### src/rtl/synth_cmd_pkg.sv
// Shared command-word definitions for the synth host write stream.
// The host driver build uses the same opcodes, field positions and state names.
package synth_cmd_pkg;
  localparam int CMD_W = 32;
  localparam int OP_HI = 31;
  localparam int OP_LO = 30;

  localparam logic [1:0] OP_NOTE    = 2'b00;
  localparam logic [1:0] OP_VEL     = 2'b01;
  localparam logic [1:0] OP_ALL_OFF = 2'b10;
  localparam logic [1:0] OP_RSVD    = 2'b11;

  typedef enum logic [1:0] {IDLE, PLAY, GAP} state_e;
endpackage

### src/rtl/note_cmd_decoder_if.sv
// Host command channel: valid/ready handshake carrying 32-bit command words.
interface note_cmd_decoder_if;
  logic                           cmd_valid;
  logic [synth_cmd_pkg::CMD_W-1:0] cmd_data;
  logic                           cmd_ready;

  modport master (output cmd_valid, output cmd_data, input cmd_ready);
  modport slave  (input cmd_valid, input cmd_data, output cmd_ready);
endinterface

### src/rtl/gap_down_counter.sv
// Loadable down counter that stops at zero; times the gate-low retrigger gap.
module gap_down_counter #(
  parameter int W = 5
) (
  input  logic         clk,
  input  logic         rst_b,
  input  logic         load,
  input  logic [W-1:0] load_val,
  input  logic         dec,
  output logic [W-1:0] value,
  output logic         zero
);
  always_ff @(posedge clk or negedge rst_b) begin
    if (!rst_b)                   value <= '0;
    else if (load)                value <= load_val;
    else if (dec && value != '0)  value <= value - 1'b1;
  end

  assign zero = (value == '0);
endmodule

### src/rtl/note_cmd_decoder.sv
// Decodes host command words into period/velocity/gate voice controls,
// inserting a fixed gate-low gap on pitch changes so the envelope retriggers.
module note_cmd_decoder
  import synth_cmd_pkg::*;
#(
  parameter int PERIOD_W   = 23,
  parameter int VEL_W      = 7,
  parameter int RETRIG_GAP = 16,
  parameter int MIN_PERIOD = 2
) (
  input  logic                clk,
  input  logic                rst_b,
  note_cmd_decoder_if.slave   cmd,
  output logic [PERIOD_W-1:0] period,
  output logic [VEL_W-1:0]    velocity,
  output logic                gate,
  output logic                note_on,
  output logic                note_off,
  output logic [7:0]          err_cnt
);
  if (RETRIG_GAP < 1 || MIN_PERIOD < 1) begin : g_bad_param
    $error("note_cmd_decoder: RETRIG_GAP and MIN_PERIOD must both be >= 1");
  end

  localparam int                CW    = $clog2(RETRIG_GAP) + 1;
  localparam logic [PERIOD_W-1:0] MIN_P = PERIOD_W'(MIN_PERIOD);
  localparam logic [CW-1:0]     GAP_LD = CW'(RETRIG_GAP - 1);

  state_e              state, state_n;
  logic                rst_q;
  logic [PERIOD_W-1:0] pending, pending_n, period_n;
  logic [VEL_W-1:0]    velocity_n;
  logic                gate_n, note_on_n, note_off_n;
  logic [7:0]          err_cnt_n;
  logic                cnt_load, cnt_zero;
  logic [CW-1:0]       cnt_value;

  logic                accept;
  logic [1:0]          op;
  logic [PERIOD_W-1:0] p;
  logic                unused_data;

  assign op          = cmd.cmd_data[OP_HI:OP_LO];
  assign p           = cmd.cmd_data[PERIOD_W-1:0];
  assign unused_data = ^cmd.cmd_data;

  // Ready is held low out of reset until the first clock, and throughout the gap.
  assign cmd.cmd_ready = rst_q & (state != GAP);
  assign accept        = cmd.cmd_valid & cmd.cmd_ready;

  gap_down_counter #(.W(CW)) u_gap (
    .clk      (clk),
    .rst_b    (rst_b),
    .load     (cnt_load),
    .load_val (GAP_LD),
    .dec      (state == GAP),
    .value    (cnt_value),
    .zero     (cnt_zero)
  );

  always_ff @(posedge clk or negedge rst_b) begin
    if (!rst_b) begin
      rst_q    <= 1'b0;
      state    <= IDLE;
      period   <= '0;
      velocity <= '1;
      gate     <= 1'b0;
      note_on  <= 1'b0;
      note_off <= 1'b0;
      err_cnt  <= '0;
      pending  <= '0;
    end else begin
      rst_q    <= 1'b1;
      state    <= state_n;
      period   <= period_n;
      velocity <= velocity_n;
      gate     <= gate_n;
      note_on  <= note_on_n;
      note_off <= note_off_n;
      err_cnt  <= err_cnt_n;
      pending  <= pending_n;
    end
  end

  always_comb begin
    state_n    = state;
    period_n   = period;
    velocity_n = velocity;
    gate_n     = gate;
    note_on_n  = 1'b0;
    note_off_n = 1'b0;
    err_cnt_n  = err_cnt;
    pending_n  = pending;
    cnt_load   = 1'b0;

    if (state == GAP) begin
      if (cnt_zero) begin
        period_n  = pending;
        note_on_n = 1'b1;
        gate_n    = 1'b1;
        state_n   = PLAY;
      end
    end else if (accept) begin
      // Malformed words are consumed but only bump the error count.
      if (op == OP_RSVD || (op == OP_NOTE && p != '0 && p < MIN_P)) begin
        if (err_cnt != 8'hFF) err_cnt_n = err_cnt + 8'd1;
      end else if (op == OP_VEL) begin
        velocity_n = cmd.cmd_data[VEL_W-1:0];
      end else if (op == OP_ALL_OFF || p == '0) begin
        if (state == PLAY) begin
          note_off_n = 1'b1;
          gate_n     = 1'b0;
          state_n    = IDLE;
        end
      end else if (state == IDLE) begin
        period_n  = p;
        note_on_n = 1'b1;
        gate_n    = 1'b1;
        state_n   = PLAY;
      end else if (p != period) begin
        note_off_n = 1'b1;
        gate_n     = 1'b0;
        pending_n  = p;
        cnt_load   = 1'b1;
        state_n    = GAP;
      end
    end
  end
endmodule

### src/flat_wrapper.sv
// flat-port wrapper written by rule: the top's interface ports become plain ports
module note_cmd_decoder_flat import synth_cmd_pkg::*;
#(
  parameter int PERIOD_W   = 23,
  parameter int VEL_W      = 7,
  parameter int RETRIG_GAP = 16,
  parameter int MIN_PERIOD = 2
)
  (clk, rst_b, period, velocity, gate, note_on, note_off, err_cnt, cmd_cmd_valid, cmd_cmd_data, cmd_cmd_ready);
  note_cmd_decoder_if cmd_i ();
  input  logic clk;
  input  logic rst_b;
  output logic [PERIOD_W-1:0] period;
  output logic [VEL_W-1:0] velocity;
  output logic gate;
  output logic note_on;
  output logic note_off;
  output logic [7:0] err_cnt;
  input wire logic [$bits(cmd_i.cmd_valid)-1:0] cmd_cmd_valid;
  input wire logic [$bits(cmd_i.cmd_data)-1:0] cmd_cmd_data;
  output wire logic [$bits(cmd_i.cmd_ready)-1:0] cmd_cmd_ready;
  assign cmd_i.cmd_valid = cmd_cmd_valid;
  assign cmd_i.cmd_data = cmd_cmd_data;
  assign cmd_cmd_ready = cmd_i.cmd_ready;
  note_cmd_decoder #(.PERIOD_W(PERIOD_W), .VEL_W(VEL_W), .RETRIG_GAP(RETRIG_GAP), .MIN_PERIOD(MIN_PERIOD)) u_core (.clk(clk), .rst_b(rst_b), .cmd(cmd_i), .period(period), .velocity(velocity), .gate(gate), .note_on(note_on), .note_off(note_off), .err_cnt(err_cnt));
endmodule
### config.mk
export PLATFORM = sky130hd
export DESIGN_NAME = note_cmd_decoder_flat
export DESIGN_NICKNAME = d
export VERILOG_FILES = /design/src/rtl/synth_cmd_pkg.sv /design/src/rtl/note_cmd_decoder_if.sv /design/src/rtl/gap_down_counter.sv /design/src/rtl/note_cmd_decoder.sv /design/src/flat_wrapper.sv
export SDC_FILE = /design/constraint.sdc
export NUM_CORES = 1
export LEC_CHECK = 0
export CAP_MARGIN = 20
export CORE_MARGIN = 3
export CORE_UTILIZATION = 50
export CTS_CLUSTER_DIAMETER = 80
export CTS_CLUSTER_SIZE = 28
export DETAILED_ROUTE_END_ITERATION = 8
export PLACE_DENSITY_LB_ADDON = 0.3
export SLEW_MARGIN = 5
export SYNTH_ARGS = -nofsm -noshare
export SYNTH_HDL_FRONTEND = slang
export SYNTH_SLANG_ARGS = --single-unit
### constraint.sdc
create_clock -name clk -period 4 [get_ports clk]
set_input_delay 0.6 -clock clk [delete_from_list [all_inputs] [get_ports clk]]
set_output_delay 0.6 -clock clk [all_outputs]
set_load 0.005 [all_outputs]
# [Word-level counts from Yosys, hierarchy flattened]
# Cells that the tools add are included.
[totals] inputBits=35 out_inout_bits=42 register_bits=72
[op_classes] reduce_logical=20 magnitude_cmp=1 n_mux=47 add_sub_neg=2 bitwise_logic=7 n_eq_ne=13
[op_table] operator="2-to-1 mux 23 bit" n=7
[op_table] operator="2-to-1 mux 1 bit" n=29
[op_table] operator="logical NOT 23 bit" n=1
[op_table] operator="< comparator 23 x 2 -> 1 bit, second input constant" n=1
[op_table] operator="!= test 23 bit" n=1
[op_table] operator="nonzero test 23 bit" n=1
[op_table] operator="2-to-1 mux 2 bit" n=9
[op_table] operator="AND reduction 6 bit" n=2
[op_table] operator="2-to-1 mux 5 bit" n=2
[op_table] operator="adder 8 x 1 -> 8 bit, second input constant" n=1
[op_table] operator="!= test 2 bit, second input constant" n=4
[op_table] operator="!= test 8 bit, second input constant" n=1
[op_table] operator="AND reduction 4 bit" n=2
[op_table] operator="AND reduction 7 bit" n=1
[op_table] operator="equality test 2 bit, second input constant" n=3
[op_table] operator="nonzero test 2 bit" n=3
[op_table] operator="logical NOT 5 bit" n=1
[op_table] operator="inverter 1 bit" n=5
[op_table] operator="nonzero test 5 bit" n=1
[op_table] operator="subtractor 5 x 1 -> 5 bit, second input constant" n=1
[op_table] operator="equality test 2 x 1 -> 1 bit, second input constant" n=2
[op_table] operator="logical NOT 2 bit" n=2
[op_table] operator="nonzero test 4 bit" n=1
[op_table] operator="logical AND 1 bit" n=3
[op_table] operator="4 further kinds" n=6

# [Logic depth before layout (Yosys ltp)]
[logic_depth] ltp_word=9 depth_mapped=10

# [Cells and area by module]
# From an unflattened synthesis, not the netlist that was laid out.
[hier_totals] cells_unflattened=286 area_unflattened_um2=3753.6
[by_module_without_submodules] mod="note_cmd_decoder" instances=1 area_per_inst_um2=3449.6 cells_per_inst=254 seq_area_each_um2=1660.3
[by_module_without_submodules] mod="gap_down_counter" instances=1 area_per_inst_um2=304.0 cells_per_inst=32 seq_area_each_um2=125.1

# [Worst setup path after synthesis]
# No wires, ideal clock.
[synth_timing] kind="register -> register" from="reg u_core.state[0]" to="reg u_core.pending[1]" path_slack_ns=1.659 setup_time_ns=0.125 period_less_slack_ns=2.341 n_path_buf=1 arrival_time_ns=2.216 path_stages_with_launch=9 cell_sequence="dfrtp_1 > inv_1 > ha_1 > nand3b_1 > nor2_1 > o31ai_2 > nor4_4 > buf_6 > mux2_2"
[synth_via] elab_chain_len=4 elab_cells_between_ends=8 classes_between="eq/ne (2); bitwise (4); reduce/logical (2)"
[synth_lines] item="from (decl)" line="note_cmd_decoder.sv:29" text="state_e state, state_n;"
[synth_lines] item="from (signal assigned)" line="note_cmd_decoder.sv:74" text="state <= state_n;"
[synth_lines] item="!= test 2 bit" line="note_cmd_decoder.sv:48" text="assign cmd.cmd_ready = rst_q & (state != GAP);"
[synth_lines] item="bitwise AND 1 bit" line="note_cmd_decoder.sv:48"
[synth_lines] item="bitwise AND 1 bit" line="note_cmd_decoder.sv:49" text="assign accept = cmd.cmd_valid & cmd.cmd_ready;"
[synth_lines] item="AND reduction 7 bit (no source line) *"
[synth_lines] item="to (signal assigned)" line="note_cmd_decoder.sv:81" text="pending <= pending_n;"
[synth_lines] item="to (decl)" line="note_cmd_decoder.sv:31" text="logic [PERIOD_W-1:0] pending, pending_n, period_n;"
# Every way passes the cells marked *; elsewhere a longest branch is shown, timed or not.
# A chain may end at the register's enable or synchronous reset.

# [Worst setup path in the final report]
[layout_timing] from="in cmd_cmd_data[8]" to="reg u_core.u_gap.value[1]"
[layout_via] elab_chain_len=9 elab_cells_between_ends=17 classes_between="order compare (1); eq/ne (1); mux (8); reduce/logical (7)"
[layout_lines] item="from (decl)" line="flat_wrapper.sv:20" text="input wire logic [$bits(cmd_i.cmd_data)-1:0] cmd_cmd_data;"
[layout_lines] item="branches (longest 5 deep; another with < comparator 23 x 2 -> 1 bit)"
[layout_lines] item="2-to-1 mux 1 bit *" line="note_cmd_decoder.sv:105" text="if (op == OP_RSVD || (op == OP_NOTE && p != '0 && p < MIN_P)) begin"
[layout_lines] item="2-to-1 mux 1 bit *" line="note_cmd_decoder.sv:103" text="end else if (accept) begin"
[layout_lines] item="2-to-1 mux 1 bit *" line="note_cmd_decoder.sv:96" text="if (state == GAP) begin"
[layout_lines] item="2-to-1 mux 5 bit / nonzero test 2 bit (equally long branches)"
[layout_lines] item="to (signal assigned)" line="gap_down_counter.sv:15" text="else if (load) value <= load_val;"
[layout_lines] item="to (signal assigned)" line="gap_down_counter.sv:16" text="else if (dec && value != '0) value <= value - 1'b1;"
[layout_lines] item="to (decl)" line="gap_down_counter.sv:10" text="output logic [W-1:0] value,"
# Mark *: on every way between the ends.

==> run_summary.xml <==
<?xml version="1.0" encoding="UTF-8"?>
<metrics>
  <group name="status">
    <metric name="outcome" unit="">finished clean</metric>
  </group>
  <group name="setup_path">
    <metric name="cell_chain_critical_path" unit="">clkdlybuf4s50_1 -&gt; nor4_1 -&gt; nand4_1 -&gt; o31ai_2 -&gt; nor4_4 -&gt; buf_4 -&gt; o31a_2</metric>
    <metric name="cp.required" unit="ps">4220</metric>
    <metric name="critical_path.n_buffers_inverters" unit="">2</metric>
    <metric name="worstRegToRegCells" unit="">7</metric>
    <metric name="critical_path.endpoint_type" unit="">flop</metric>
    <metric name="critical_path_arrival" unit="ps">3230</metric>
    <metric name="crit_fanout" unit="">27</metric>
    <metric name="worst-setup-path-type" unit="">in -&gt; reg</metric>
    <metric name="critical_path.top_delay_family" unit="">compound AO/OA/AOI/OAI gates</metric>
    <metric name="worst_path_largest_cell_delay" unit="ps">660</metric>
    <metric name="path_depth" unit="">7</metric>
    <metric name="timing.critical_path.from_type" unit="">primary input</metric>
    <metric name="crit_path_top_delay_cell" unit="">sky130_fd_sc_hd__o31ai_2</metric>
  </group>
  <group name="finish">
    <metric name="final.fill_count" unit="">493</metric>
    <metric name="final_util" unit="%">68.2</metric>
    <metric name="insertedDiodeCount" unit="">0</metric>
    <metric name="net_count_final" unit="">410</metric>
    <metric name="final_layout_size_suffix_gt1_share" unit="%">18.2</metric>
    <metric name="finalInstanceArea" unit="um^2">4450</metric>
    <metric name="syn2layout_area_growth" unit="%">27.9</metric>
    <metric name="stdcell_count" unit="">451</metric>
  </group>
  <group name="synth">
    <metric name="synth_area_leaders" unit="">sky130_fd_sc_hd__dfrtp_1 (46%), sky130_fd_sc_hd__mux2_2 (9.4%), sky130_fd_sc_hd__mux2i_1 (6.6%), sky130_fd_sc_hd__dfstp_2 (5.3%), sky130_fd_sc_hd__xor2_1 (4.3%)</metric>
    <metric name="ys_types" unit="">39</metric>
    <metric name="avgSynthCellArea" unit="um^2">11.8</metric>
    <metric name="synth_warn" unit="">0</metric>
    <metric name="synth_xor_xnor_area_share" unit="%">8.05</metric>
    <metric name="synth_seq_area_share" unit="%">51.3</metric>
    <metric name="library_cell_with_the_largest_summed_area_after_synthesis" unit="">sky130_fd_sc_hd__dfrtp_1</metric>
    <metric name="synth_top_area_share" unit="%">46.0</metric>
    <metric name="mapped_nets" unit="">336</metric>
    <metric name="synth_top_family_by_area" unit="">multiplexers</metric>
    <metric name="ys_seq_elements" unit="">71</metric>
    <metric name="synth.cell_area" unit="um^2">3480</metric>
    <metric name="synth-adder-area-share" unit="%">2.16</metric>
    <metric name="synth-simple-area-share" unit="%">11.1</metric>
    <metric name="synthesized_instance_count" unit="">295</metric>
    <metric name="synth.area.mux_share" unit="%">16.9</metric>
    <metric name="synth_compound_area_share" unit="%">7.76</metric>
  </group>
  <group name="sta">
    <metric name="finalCritPeriodShare" unit="%">75.4</metric>
    <metric name="min_period" unit="ps">3010</metric>
    <metric name="finClkSkew" unit="ps">7.51</metric>
    <metric name="timing_max_transition_violations_final" unit="">0</metric>
    <metric name="timing.max_slew.rel_slack" unit="%">35.7</metric>
    <metric name="worstMarginPinSlew" unit="ps">965</metric>
    <metric name="finalSetupViolCount" unit="">0</metric>
    <metric name="final_critical_path_setup_slack" unit="ps">985</metric>
    <metric name="hold-worst-slack" unit="ps">419</metric>
    <metric name="hold_violations" unit="">0</metric>
    <metric name="timing.fmax" unit="GHz">0.332</metric>
    <metric name="rsz0062_at_grt" unit="">no</metric>
    <metric name="tns" unit="ps">0</metric>
  </group>
  <group name="clock_network">
    <metric name="clk-insertion-delay-late" unit="ps">330</metric>
    <metric name="clk_pin_slew_worst_paths" unit="ps">80</metric>
    <metric name="post_cts_hold_buffer_count" unit="">0</metric>
    <metric name="cts_made_buffers" unit="">9</metric>
    <metric name="tritoncts_clock_tree" unit="">yes</metric>
    <metric name="htree_levels" unit="">3</metric>
    <metric name="cts-root-buf" unit="">sky130_fd_sc_hd__clkbuf_8</metric>
    <metric name="clock_tree.buffer_depth" unit="">2</metric>
    <metric name="cts_setup_buffers" unit="">0</metric>
    <metric name="cts_num_sinks" unit="">71</metric>
    <metric name="post_cts_resized" unit="">0</metric>
  </group>
  <group name="die">
    <metric name="die_area" unit="um^2">8000</metric>
    <metric name="die_w" unit="um">89.5</metric>
    <metric name="chipHeight" unit="um">89.5</metric>
    <metric name="placeableCoreArea" unit="um^2">6530</metric>
    <metric name="ioPinCount" unit="">77</metric>
    <metric name="floorplan.initialDensity" unit="%">53.3</metric>
    <metric name="core.rowCount" unit="">29</metric>
  </group>
  <group name="grt">
    <metric name="grt_max_degree" unit="">48</metric>
    <metric name="number_of_antenna_violations_at_the_first_check_in_global_routing" unit="">0</metric>
    <metric name="global_route.overflow_total" unit="">0</metric>
    <metric name="track_usage" unit="%">20.1</metric>
    <metric name="grt_first_pass_wirelength" unit="mm">12.2</metric>
    <metric name="grt_pass1_vias" unit="">2534</metric>
  </group>
  <group name="power">
    <metric name="finalPower" unit="mW">3.25</metric>
    <metric name="power.density" unit="nW/um^2">730</metric>
    <metric name="max-vdd-ir-drop" unit="uV">383</metric>
    <metric name="total_leakage_power" unit="nW">1.86</metric>
  </group>
  <group name="routing">
    <metric name="route.layer.met1.wl" unit="mm">3.29</metric>
    <metric name="route.final.wire_length" unit="mm">7.42</metric>
    <metric name="route.met2.wl" unit="mm">3.73</metric>
    <metric name="drt-wirelength-per-cell" unit="um">16.5</metric>
    <metric name="met3RoutedLength" unit="um">332</metric>
    <metric name="drt_drc_violations_left" unit="">0</metric>
    <metric name="maxUsedRoutingLayer" unit="">met4</metric>
    <metric name="detail-route-antenna-nets" unit="">0</metric>
    <metric name="initialDrtViolationCount" unit="">102</metric>
    <metric name="drt_pre_antenna_iters" unit="">4</metric>
    <metric name="post_drt_via_cell_ratio" unit="">5.62</metric>
    <metric name="detailroute.via_count" unit="">2536</metric>
  </group>
  <group name="hold_path">
    <metric name="worstHoldPathType" unit="">in -&gt; async</metric>
  </group>
  <group name="placement">
    <metric name="place_hpwl" unit="mm">5.28</metric>
    <metric name="port_buffers" unit="">69</metric>
    <metric name="place.gp.congestion" unit="">0.766</metric>
    <metric name="dp_slack" unit="ps">678</metric>
    <metric name="placed_cells" unit="">435</metric>
    <metric name="post_dp_cell_area" unit="um^2">4230</metric>
  </group>
  <group name="flow_run">
    <metric name="cap_viol_max_count" unit="">0</metric>
  </group>
</metrics>
[flip-flops by register name, indices dropped and copies added, names as in the netlist]
signal	flops
u_core.state	2
u_core.err_cnt	8
u_core.period	23
u_core.note_on	1
u_core.pending	23
u_core.rst_q	1
u_core.u_gap.value	5
u_core.note_off	1
u_core.velocity	7
[power by group]
group | leakage (nW) | switching [mW] | internal, mW
Combinational | 0.907 | 0.527 | 0.772
Clock | 0.110 | 0.263 | 0.369
Sequential | 0.846 | 0.256 | 1.06
[routing by layer]
metal / track usage (%) / vias up
met5: 0 / -
met4: 6.50 / 0
met3: 3.41 / 6
met2: 32.8 / 68
met1: 27.4 / 1267
li1: - / 1195
[worst register-to-register path, cell delays in order (launching register included)]
cell and delay (ps):
sky130_fd_sc_hd__dfrtp_1 430, sky130_fd_sc_hd__xor2_1 180, sky130_fd_sc_hd__nor4_1 320, sky130_fd_sc_hd__nand4_1 160, sky130_fd_sc_hd__nor3_1 530, sky130_fd_sc_hd__nor4_4 50
sky130_fd_sc_hd__buf_4 280, sky130_fd_sc_hd__o31a_2 370
[path summary, 6_finish.rpt]
kind | from | end | slack (ps)
max in group asynchronous | rst_b | u_core.velocity[0] | 2620
worst max register to register | u_core.period[20] | u_core.u_gap.value[1] | 1570
worst min register to register | u_core.err_cnt[7] | u_core.err_cnt[7] | 500
min in group clk | u_core.err_cnt[7] | u_core.err_cnt[7] | 500
worst min-delay path | rst_b | u_core.note_on | 420
worst max-delay path | cmd_cmd_data[8] | u_core.u_gap.value[1] | 990
[cell type report]
class | count | area (um^2) | share of cell area, %
inverters | 5 | 18.8 | 0.421
well taps | 77 | 96.3 | 2.16
repair buffers | 73 | 716 | 16.1
flip-flops and latches | 71 | 1790 | 40.1
clock inverters | 5 | 81.3 | 1.83
clock buffers | 11 | 141 | 3.17
multi-input cells | 209 | 1620 | 36.3
[synthesized netlist by cell type]
library cell and count:
sky130_fd_sc_hd__mux2_4 2, sky130_fd_sc_hd__o21a_1 2, sky130_fd_sc_hd__nand4_1 8, sky130_fd_sc_hd__nor3_1 5, sky130_fd_sc_hd__o31ai_2 2, sky130_fd_sc_hd__nand2b_1 1
sky130_fd_sc_hd__a31oi_1 1, sky130_fd_sc_hd__and3_1 4, sky130_fd_sc_hd__o31ai_1 1, sky130_fd_sc_hd__and2_1 1, sky130_fd_sc_hd__nor4_4 1, sky130_fd_sc_hd__xnor2_1 15
sky130_fd_sc_hd__buf_1 2, sky130_fd_sc_hd__dfrtp_1 64, sky130_fd_sc_hd__inv_1 5, sky130_fd_sc_hd__o2bb2ai_1 1, sky130_fd_sc_hd__nor2b_1 1, sky130_fd_sc_hd__nor2_1 27
sky130_fd_sc_hd__mux2i_1 23, sky130_fd_sc_hd__clkbuf_1 2, sky130_fd_sc_hd__nor4_1 9, sky130_fd_sc_hd__o31a_2 3, sky130_fd_sc_hd__conb_1 1, sky130_fd_sc_hd__buf_6 5
sky130_fd_sc_hd__nand2_1 12, sky130_fd_sc_hd__xor2_1 17, sky130_fd_sc_hd__a211oi_4 1, sky130_fd_sc_hd__o22ai_1 2, sky130_fd_sc_hd__nand3_1 1, sky130_fd_sc_hd__ha_1 6
sky130_fd_sc_hd__dfstp_2 7, sky130_fd_sc_hd__a21oi_1 26, sky130_fd_sc_hd__buf_2 1, sky130_fd_sc_hd__mux2_2 29, sky130_fd_sc_hd__or3_1 1, sky130_fd_sc_hd__o21ai_0 3
sky130_fd_sc_hd__nor3b_2 1, sky130_fd_sc_hd__nand3b_1 1, sky130_fd_sc_hd__or3_4 1
[layout by cell type (no fill, tap or decap), drive strengths merged, types with 2 or more instances in the layout]
cell type | synthesis | final
nor2 | 27 | 27
nand2 | 12 | 12
o31a | 3 | 3
clkbuf | 2 | 11
ha | 6 | 6
nand4 | 8 | 8
o21ai | 3 | 3
o21a | 2 | 2
bufinv | 0 | 2
mux2 | 31 | 31
nor3 | 5 | 5
a21oi | 26 | 26
o22ai | 2 | 2
inv | 5 | 5
dfrtp | 64 | 64
buf | 8 | 5
or3 | 2 | 2
dfstp | 7 | 7
clkinv | 0 | 2
mux2i | 23 | 23
and3 | 4 | 4
xor2 | 17 | 17
o31ai | 3 | 3
clkdlybuf4s50 | 0 | 68
nor4 | 10 | 10
xnor2 | 15 | 15
[cell families (layout without fill, tap and decap cells)]
group,after synthesis,count (layout)
AOI/OAI and AO/OA,42,42
DFF,71,71
xor gates and xnor gates,32,32
other,1,1
buffers and inverters,15,94
muxes,54,54
adders and majority gates,6,6
and+or+nand+nor,74,74
(Power assumes the default switching activity.)
